File: src/rtl/store_narrow_unit_if.sv
// CPU store request, completion status and word-memory port of the store narrowing unit.
// master = CPU/memory side, slave = store_narrow_unit.
interface store_narrow_unit_if;
  logic        start;
  logic [1:0]  size;
  logic [31:0] addr;
  logic [31:0] wdata;
  logic        busy;
  logic        done;
  logic        misalign;
  logic        timeout;
  logic [31:0] mem_addr;
  logic        mem_re;
  logic [31:0] mem_rdata;
  logic        mem_we;
  logic [31:0] mem_wdata;
  logic        mem_ready;

  modport master (
    output start, size, addr, wdata, mem_rdata, mem_ready,
    input  busy, done, misalign, timeout, mem_addr, mem_re, mem_we, mem_wdata
  );

  modport slave (
    input  start, size, addr, wdata, mem_rdata, mem_ready,
    output busy, done, misalign, timeout, mem_addr, mem_re, mem_we, mem_wdata
  );
endinterface

File: src/rtl/store_narrow_unit.sv
// Narrows a register value to byte/half/word and merges it into word memory by read-modify-write.
// Latency with mem_ready=1: word 2, byte/half 3, fault 1 cycle; mem_ready stalls RD/WR up to WAIT_LIMIT cycles.
module store_narrow_unit #(
  parameter int unsigned WAIT_LIMIT = 16
) (
  input  logic               CLK,
  input  logic               Reset,
  store_narrow_unit_if.slave bus
);

  typedef enum logic [1:0] {
    S_IDLE = 2'd0,
    S_RD   = 2'd1,
    S_WR   = 2'd2,
    S_DONE = 2'd3
  } state_t;

  localparam logic [7:0] LAST_WAIT = 8'(WAIT_LIMIT - 1);

  state_t      state, state_n;
  logic [31:0] addr_q, addr_n;
  logic [1:0]  size_q, size_n;
  logic [15:0] wdata_q, wdata_n;
  logic [7:0]  wait_cnt, wait_cnt_n;
  logic [31:0] merged_q, merged_n;
  logic        misalign_q, misalign_n;
  logic        timeout_q, timeout_n;
  logic        fault;
  logic [31:0] merged_rd;

  always_ff @(posedge CLK) begin
    if (Reset) begin
      state      <= S_IDLE;
      addr_q     <= '0;
      size_q     <= '0;
      wdata_q    <= '0;
      wait_cnt   <= '0;
      merged_q   <= '0;
      misalign_q <= 1'b0;
      timeout_q  <= 1'b0;
    end else begin
      state      <= state_n;
      addr_q     <= addr_n;
      size_q     <= size_n;
      wdata_q    <= wdata_n;
      wait_cnt   <= wait_cnt_n;
      merged_q   <= merged_n;
      misalign_q <= misalign_n;
      timeout_q  <= timeout_n;
    end
  end

  always_comb begin
    fault = (bus.size == 2'b11) ||
            (bus.size == 2'b01 && bus.addr[0]) ||
            (bus.size == 2'b10 && bus.addr[1:0] != 2'b00);
  end

  // Only the addressed lane(s) take store data; the rest come from the word just read.
  always_comb begin
    merged_rd = bus.mem_rdata;
    if (size_q == 2'b00) begin
      merged_rd[{addr_q[1:0], 3'b000} +: 8] = wdata_q[7:0];
    end else begin
      merged_rd[{addr_q[1], 4'b0000} +: 16] = wdata_q;
    end
  end

  always_comb begin
    state_n    = state;
    addr_n     = addr_q;
    size_n     = size_q;
    wdata_n    = wdata_q;
    wait_cnt_n = wait_cnt;
    merged_n   = merged_q;
    misalign_n = misalign_q;
    timeout_n  = timeout_q;

    case (state)
      S_IDLE: begin
        if (bus.start) begin
          addr_n     = bus.addr;
          size_n     = bus.size;
          wdata_n    = bus.wdata[15:0];
          wait_cnt_n = '0;
          misalign_n = 1'b0;
          timeout_n  = 1'b0;
          if (fault) begin
            misalign_n = 1'b1;
            state_n    = S_DONE;
          end else if (bus.size == 2'b10) begin
            merged_n = bus.wdata;
            state_n  = S_WR;
          end else begin
            state_n = S_RD;
          end
        end
      end
      S_RD: begin
        if (bus.mem_ready) begin
          merged_n   = merged_rd;
          wait_cnt_n = '0;
          state_n    = S_WR;
        end else if (wait_cnt == LAST_WAIT) begin
          timeout_n = 1'b1;
          state_n   = S_DONE;
        end else begin
          wait_cnt_n = wait_cnt + 8'd1;
        end
      end
      S_WR: begin
        if (bus.mem_ready) begin
          state_n = S_DONE;
        end else if (wait_cnt == LAST_WAIT) begin
          timeout_n = 1'b1;
          state_n   = S_DONE;
        end else begin
          wait_cnt_n = wait_cnt + 8'd1;
        end
      end
      S_DONE: begin
        misalign_n = 1'b0;
        timeout_n  = 1'b0;
        state_n    = S_IDLE;
      end
      default: state_n = S_IDLE;
    endcase
  end

  // Memory strobes decode from state alone, so mem_ready never reaches them combinationally.
  assign bus.busy      = (state != S_IDLE);
  assign bus.done      = (state == S_DONE);
  assign bus.mem_re    = (state == S_RD);
  assign bus.mem_we    = (state == S_WR);
  assign bus.mem_addr  = {addr_q[31:2], 2'b00};
  assign bus.mem_wdata = merged_q;
  assign bus.misalign  = misalign_q;
  assign bus.timeout   = timeout_q;

endmodule

File: src/flat_wrapper.sv
// flat-port wrapper written by rule: the top's interface ports become plain ports
module store_narrow_unit_flat 
#(
  parameter int unsigned WAIT_LIMIT = 16
)
  (CLK, Reset, bus_start, bus_size, bus_addr, bus_wdata, bus_mem_rdata, bus_mem_ready, bus_busy, bus_done, bus_misalign, bus_timeout, bus_mem_addr, bus_mem_re, bus_mem_we, bus_mem_wdata);
  store_narrow_unit_if bus_i ();
  input  logic CLK;
  input  logic Reset;
  input wire logic [$bits(bus_i.start)-1:0] bus_start;
  input wire logic [$bits(bus_i.size)-1:0] bus_size;
  input wire logic [$bits(bus_i.addr)-1:0] bus_addr;
  input wire logic [$bits(bus_i.wdata)-1:0] bus_wdata;
  input wire logic [$bits(bus_i.mem_rdata)-1:0] bus_mem_rdata;
  input wire logic [$bits(bus_i.mem_ready)-1:0] bus_mem_ready;
  output wire logic [$bits(bus_i.busy)-1:0] bus_busy;
  output wire logic [$bits(bus_i.done)-1:0] bus_done;
  output wire logic [$bits(bus_i.misalign)-1:0] bus_misalign;
  output wire logic [$bits(bus_i.timeout)-1:0] bus_timeout;
  output wire logic [$bits(bus_i.mem_addr)-1:0] bus_mem_addr;
  output wire logic [$bits(bus_i.mem_re)-1:0] bus_mem_re;
  output wire logic [$bits(bus_i.mem_we)-1:0] bus_mem_we;
  output wire logic [$bits(bus_i.mem_wdata)-1:0] bus_mem_wdata;
  assign bus_i.start = bus_start;
  assign bus_i.size = bus_size;
  assign bus_i.addr = bus_addr;
  assign bus_i.wdata = bus_wdata;
  assign bus_i.mem_rdata = bus_mem_rdata;
  assign bus_i.mem_ready = bus_mem_ready;
  assign bus_busy = bus_i.busy;
  assign bus_done = bus_i.done;
  assign bus_misalign = bus_i.misalign;
  assign bus_timeout = bus_i.timeout;
  assign bus_mem_addr = bus_i.mem_addr;
  assign bus_mem_re = bus_i.mem_re;
  assign bus_mem_we = bus_i.mem_we;
  assign bus_mem_wdata = bus_i.mem_wdata;
  store_narrow_unit #(.WAIT_LIMIT(WAIT_LIMIT)) u_core (.CLK(CLK), .Reset(Reset), .bus(bus_i));
endmodule
File: config.mk
export PLATFORM = sky130hd
export DESIGN_NAME = store_narrow_unit_flat
export DESIGN_NICKNAME = d
export VERILOG_FILES = /design/src/rtl/store_narrow_unit_if.sv /design/src/rtl/store_narrow_unit.sv /design/src/flat_wrapper.sv
export SDC_FILE = /design/constraint.sdc
export NUM_CORES = 1
export LEC_CHECK = 0
export ABC_CLOCK_PERIOD_IN_PS = 3700
export CAP_MARGIN = 25
export CORE_MARGIN = 8
export CORE_UTILIZATION = 57
export DETAILED_ROUTE_END_ITERATION = 6
export DONT_BUFFER_PORTS = 1
export PLACE_DENSITY = 0.83
export SLEW_MARGIN = 20
export SYNTH_ARGS = -nofsm -noshare
export SYNTH_HDL_FRONTEND = slang
export SYNTH_SLANG_ARGS = --single-unit
File: constraint.sdc
create_clock -name CLK -period 3.7 [get_ports CLK]
set_clock_uncertainty 0.05 [all_clocks]
set_input_delay 0.37 -clock CLK [delete_from_list [all_inputs] [get_ports CLK]]
set_output_delay 0.37 -clock CLK [all_outputs]
set_load 0.01 [all_outputs]
==> out/results.ini <==
[cts]
post_cts_resized = 0
cts-root-buf = clkbuf_8
clk_path_buf_depth = 2
cts_inserted_buffers = 9
hold_buffers = 4
clock_latency_ps = 380
numClockSinks = 94
path_clk_slew_ps = 100
cts_tree = built
h-tree-depth = 3
cts_setup_buffers = 0

[sta]
fmax_ghz = 0.3656
worst-slew-pin-transition_ps = 981.2
setup_ws_ps = 964.7
post-route-min-period_ps = 2735
rsz0062_at_grt = no
slew_viol_final = 0
setup_tns_ps = 0
finalCritPeriodShare_pct = 73.93
hold_viol_final = 0
setup_viol = 0
relSlewSlack_pct = 34.59
whs_ps = 11.83

[yosys]
ys_ff_latch = 94
synth_edf_count = 0
seq_area_frac_synth_pct = 34.92
synth-xor-area-share_pct = 0
synth-adder-area-share_pct = 2.786
yosys_most_used_dff = dfxtp_1
synth_mux_area_share_pct = 5.944
synth_top_family_by_area = compound AO/OA/AOI/OAI gates
synth_compound_area_share_pct = 26.45
yosys.area_share.simple_pct = 17.88
syn-mean-instance-area_um2 = 8.067
synth.area.top_cells = dfxtp_1, nand2_1, a21oi_1
syn_inst = 668
yosys.area.top_type = dfxtp_1
syn-cell-area_um2 = 5389
synth_top_area_share_pct = 34.92
ys_types = 54
async_reset_ff_share_pct = 0
ys_warn_count = 0

[pwr]
internal-power_mw = 2.004
p_per_area_nw_per_um2 = 720.5
switching_share_pct = 47.11
power_frac_seq_pct = 37.6
clkPwrFrac_pct = 18.3
p_sw_mw = 1.785
combPwrFrac_pct = 44.1
peakVddDrop_v = 0.0004456
p_leak_nw = 1.685

[cells_and_area]
mostFrequentLayoutCell = nand2_1
postLayoutCellArea_um2 = 5259
final_cell_mix = nand2_1, dfxtp_1, a21oi_1, nor2_1, o21ai_0
fillers = 832
final_core_util_pct = 57.18
insertedDiodeCount = 0
nets = 718
syn_to_final_growth_pct = -2.415
layout-drive-gt1-share_pct = 6.076

[global_routing]
grt_usage_pct = 24.01
grt_pass1_wl_um = 24470
overflow = 0
antenna_found_initial = 0
grt_pass1_vias = 4504
grt_max_degree = 92

[route]
routed_wirelength_um = 15980
via_per_inst = 6.689
drt_iter0_markers = 634
vias = 4816
wl_per_cell_um = 22.20
ant_nets = 0
drc = 1
drtPass1Iterations = 7

[worst_setup_path]
crit_chain = inv_1 -> ha_1 -> or3b_1 -> or3_1 -> a221o_1 -> a311oi_2
crit_path_max_fanout = 14
startpoint_type = register
crit_family = simple AND/OR/NAND/NOR gates
worstPathRequired_ps = 3940
cp-end-kind = register
critPathKind = reg2reg
slowest_delay_ps = 620
arrival_ps = 2970
path_buf_inv = 1
critPathSlowestCell = dfxtp_1

[placement]
gp_congestion = 0.9182
dp_hpwl_um = 11300
place.port_buffers = 0
preCtsSetupSlack_ps = 1055
placed_cell_area_um2 = 4992

[die]
die_w_um = 113.2
core_area_um2 = 9196
io_pins = 172
start_util_pct = 58.60
fp.dieH_um = 113.2
rows = 35
die_area_um2 = 12820

[status]
violations = DRC
outcome = finished, violations left

[min_path]
hold_path.class = in2reg

[flow_run]
cap_violations = 0

## power groups by stage
stage | clock network (mW) | logic, mW | registers, mW
3_5_place_dp | 0 | 1.61 | 1.45
3_3_place_gp | 0 | 1.55 | 1.44
2_1_floorplan | 0 | 1.55 | 1.34
5_1_grt | 0.739 | 1.85 | 1.45
4_1_cts | 0.697 | 1.62 | 1.42
6_report | 0.694 | 1.67 | 1.42
## worst paths after layout
| kind | startpoint | end | slack (ps) | cells past startpoint |
|---|---|---|---|---|
| hold / removal | Reset | u_core.bus.mem_wdata[18]$_SDFFE_PP0P_ | 10 | 1 |
| setup / recovery | u_core.addr_q[0]$_SDFFE_PP0P_ | u_core.bus.mem_wdata[9]$_SDFFE_PP0P_ | 960 | 6 |
| setup reg to reg | u_core.addr_q[0]$_SDFFE_PP0P_ | u_core.bus.mem_wdata[9]$_SDFFE_PP0P_ | 960 | 6 |
| hold reg to reg | u_core.size_q[0]$_SDFFE_PP0P_ | u_core.size_q[0]$_SDFFE_PP0P_ | 420 | 2 |
## cell families (layout without fill, tap and decap cells)
family          after synthesis  in the layout
fa+ha+maj                    12             12
buf+inv                     105             45
mux                          32             32
compound gates              209            209
simple gates                215            215
other cells                   1              2
flops                        94             94
## metrics by stage
step / cells / power [mW]
after CTS: 718 / 3.744
final: 720 / 3.789
after global routing: 720 / 4.034
after floorplan: 669 / 2.895
after detailed placement: 698 / 3.059
after global placement: 698 / 2.986
## state kept, by name, summed over array words and instances, names as in the netlist
name / flops
u_core.addr_q: 32
u_core.bus.mem_wdata: 32
u_core.bus.misalign: 1
u_core.bus.timeout: 1
u_core.size_q: 2
u_core.state: 2
u_core.wait_cnt: 8
u_core.wdata_q: 16
## synthesized netlist by cell type, drive strengths merged (2+ instances only)
library cell,n
nand2,124
nor2,41
a311oi,32
o221ai,7
buf,55
inv,18
clkbuf,31
mux2i,32
nor2b,2
o21ai,40
o32ai,2
nand3,14
a21oi,83
and2,2
a31oi,3
ha,12
dfxtp,94
a211o,8
or3b,2
or4,5
o31ai,3
nor3,3
or3,8
nand2b,3
a221o,16
a221oi,10
## routing by layer
metal  wire (um)  vias to the layer above  share of wire, %  track usage, %
met4         735                        0               4.6           14.39
li1            -                     2238                 -               -
met1        6186                     2233                39           28.36
met5           0                        -                 0               0
met3        2234                       50                14           10.60
met2        6826                      295                43           35.20
## layout make-up
type / instances / area, um2 / share of cell area (%)
clock buffers: 9 / 123.9 / 2.355
clock inverters: 7 / 77.57 / 1.475
inverters: 19 / 72.57 / 1.380
multi-input cells: 470 / 2868 / 54.53
flip-flops and latches: 94 / 1883 / 35.81
well taps: 111 / 138.9 / 2.641
repair buffers: 10 / 95.09 / 1.808
## worst register-to-register path, stage by stage, from the launching register on
cell      delay [ps]
dfxtp_1          620
inv_1            160
ha_1             360
or3b_1           510
or3_1            400
a221o_1          310
a311oi_2         240
Power figures use the tool's default switching activity.
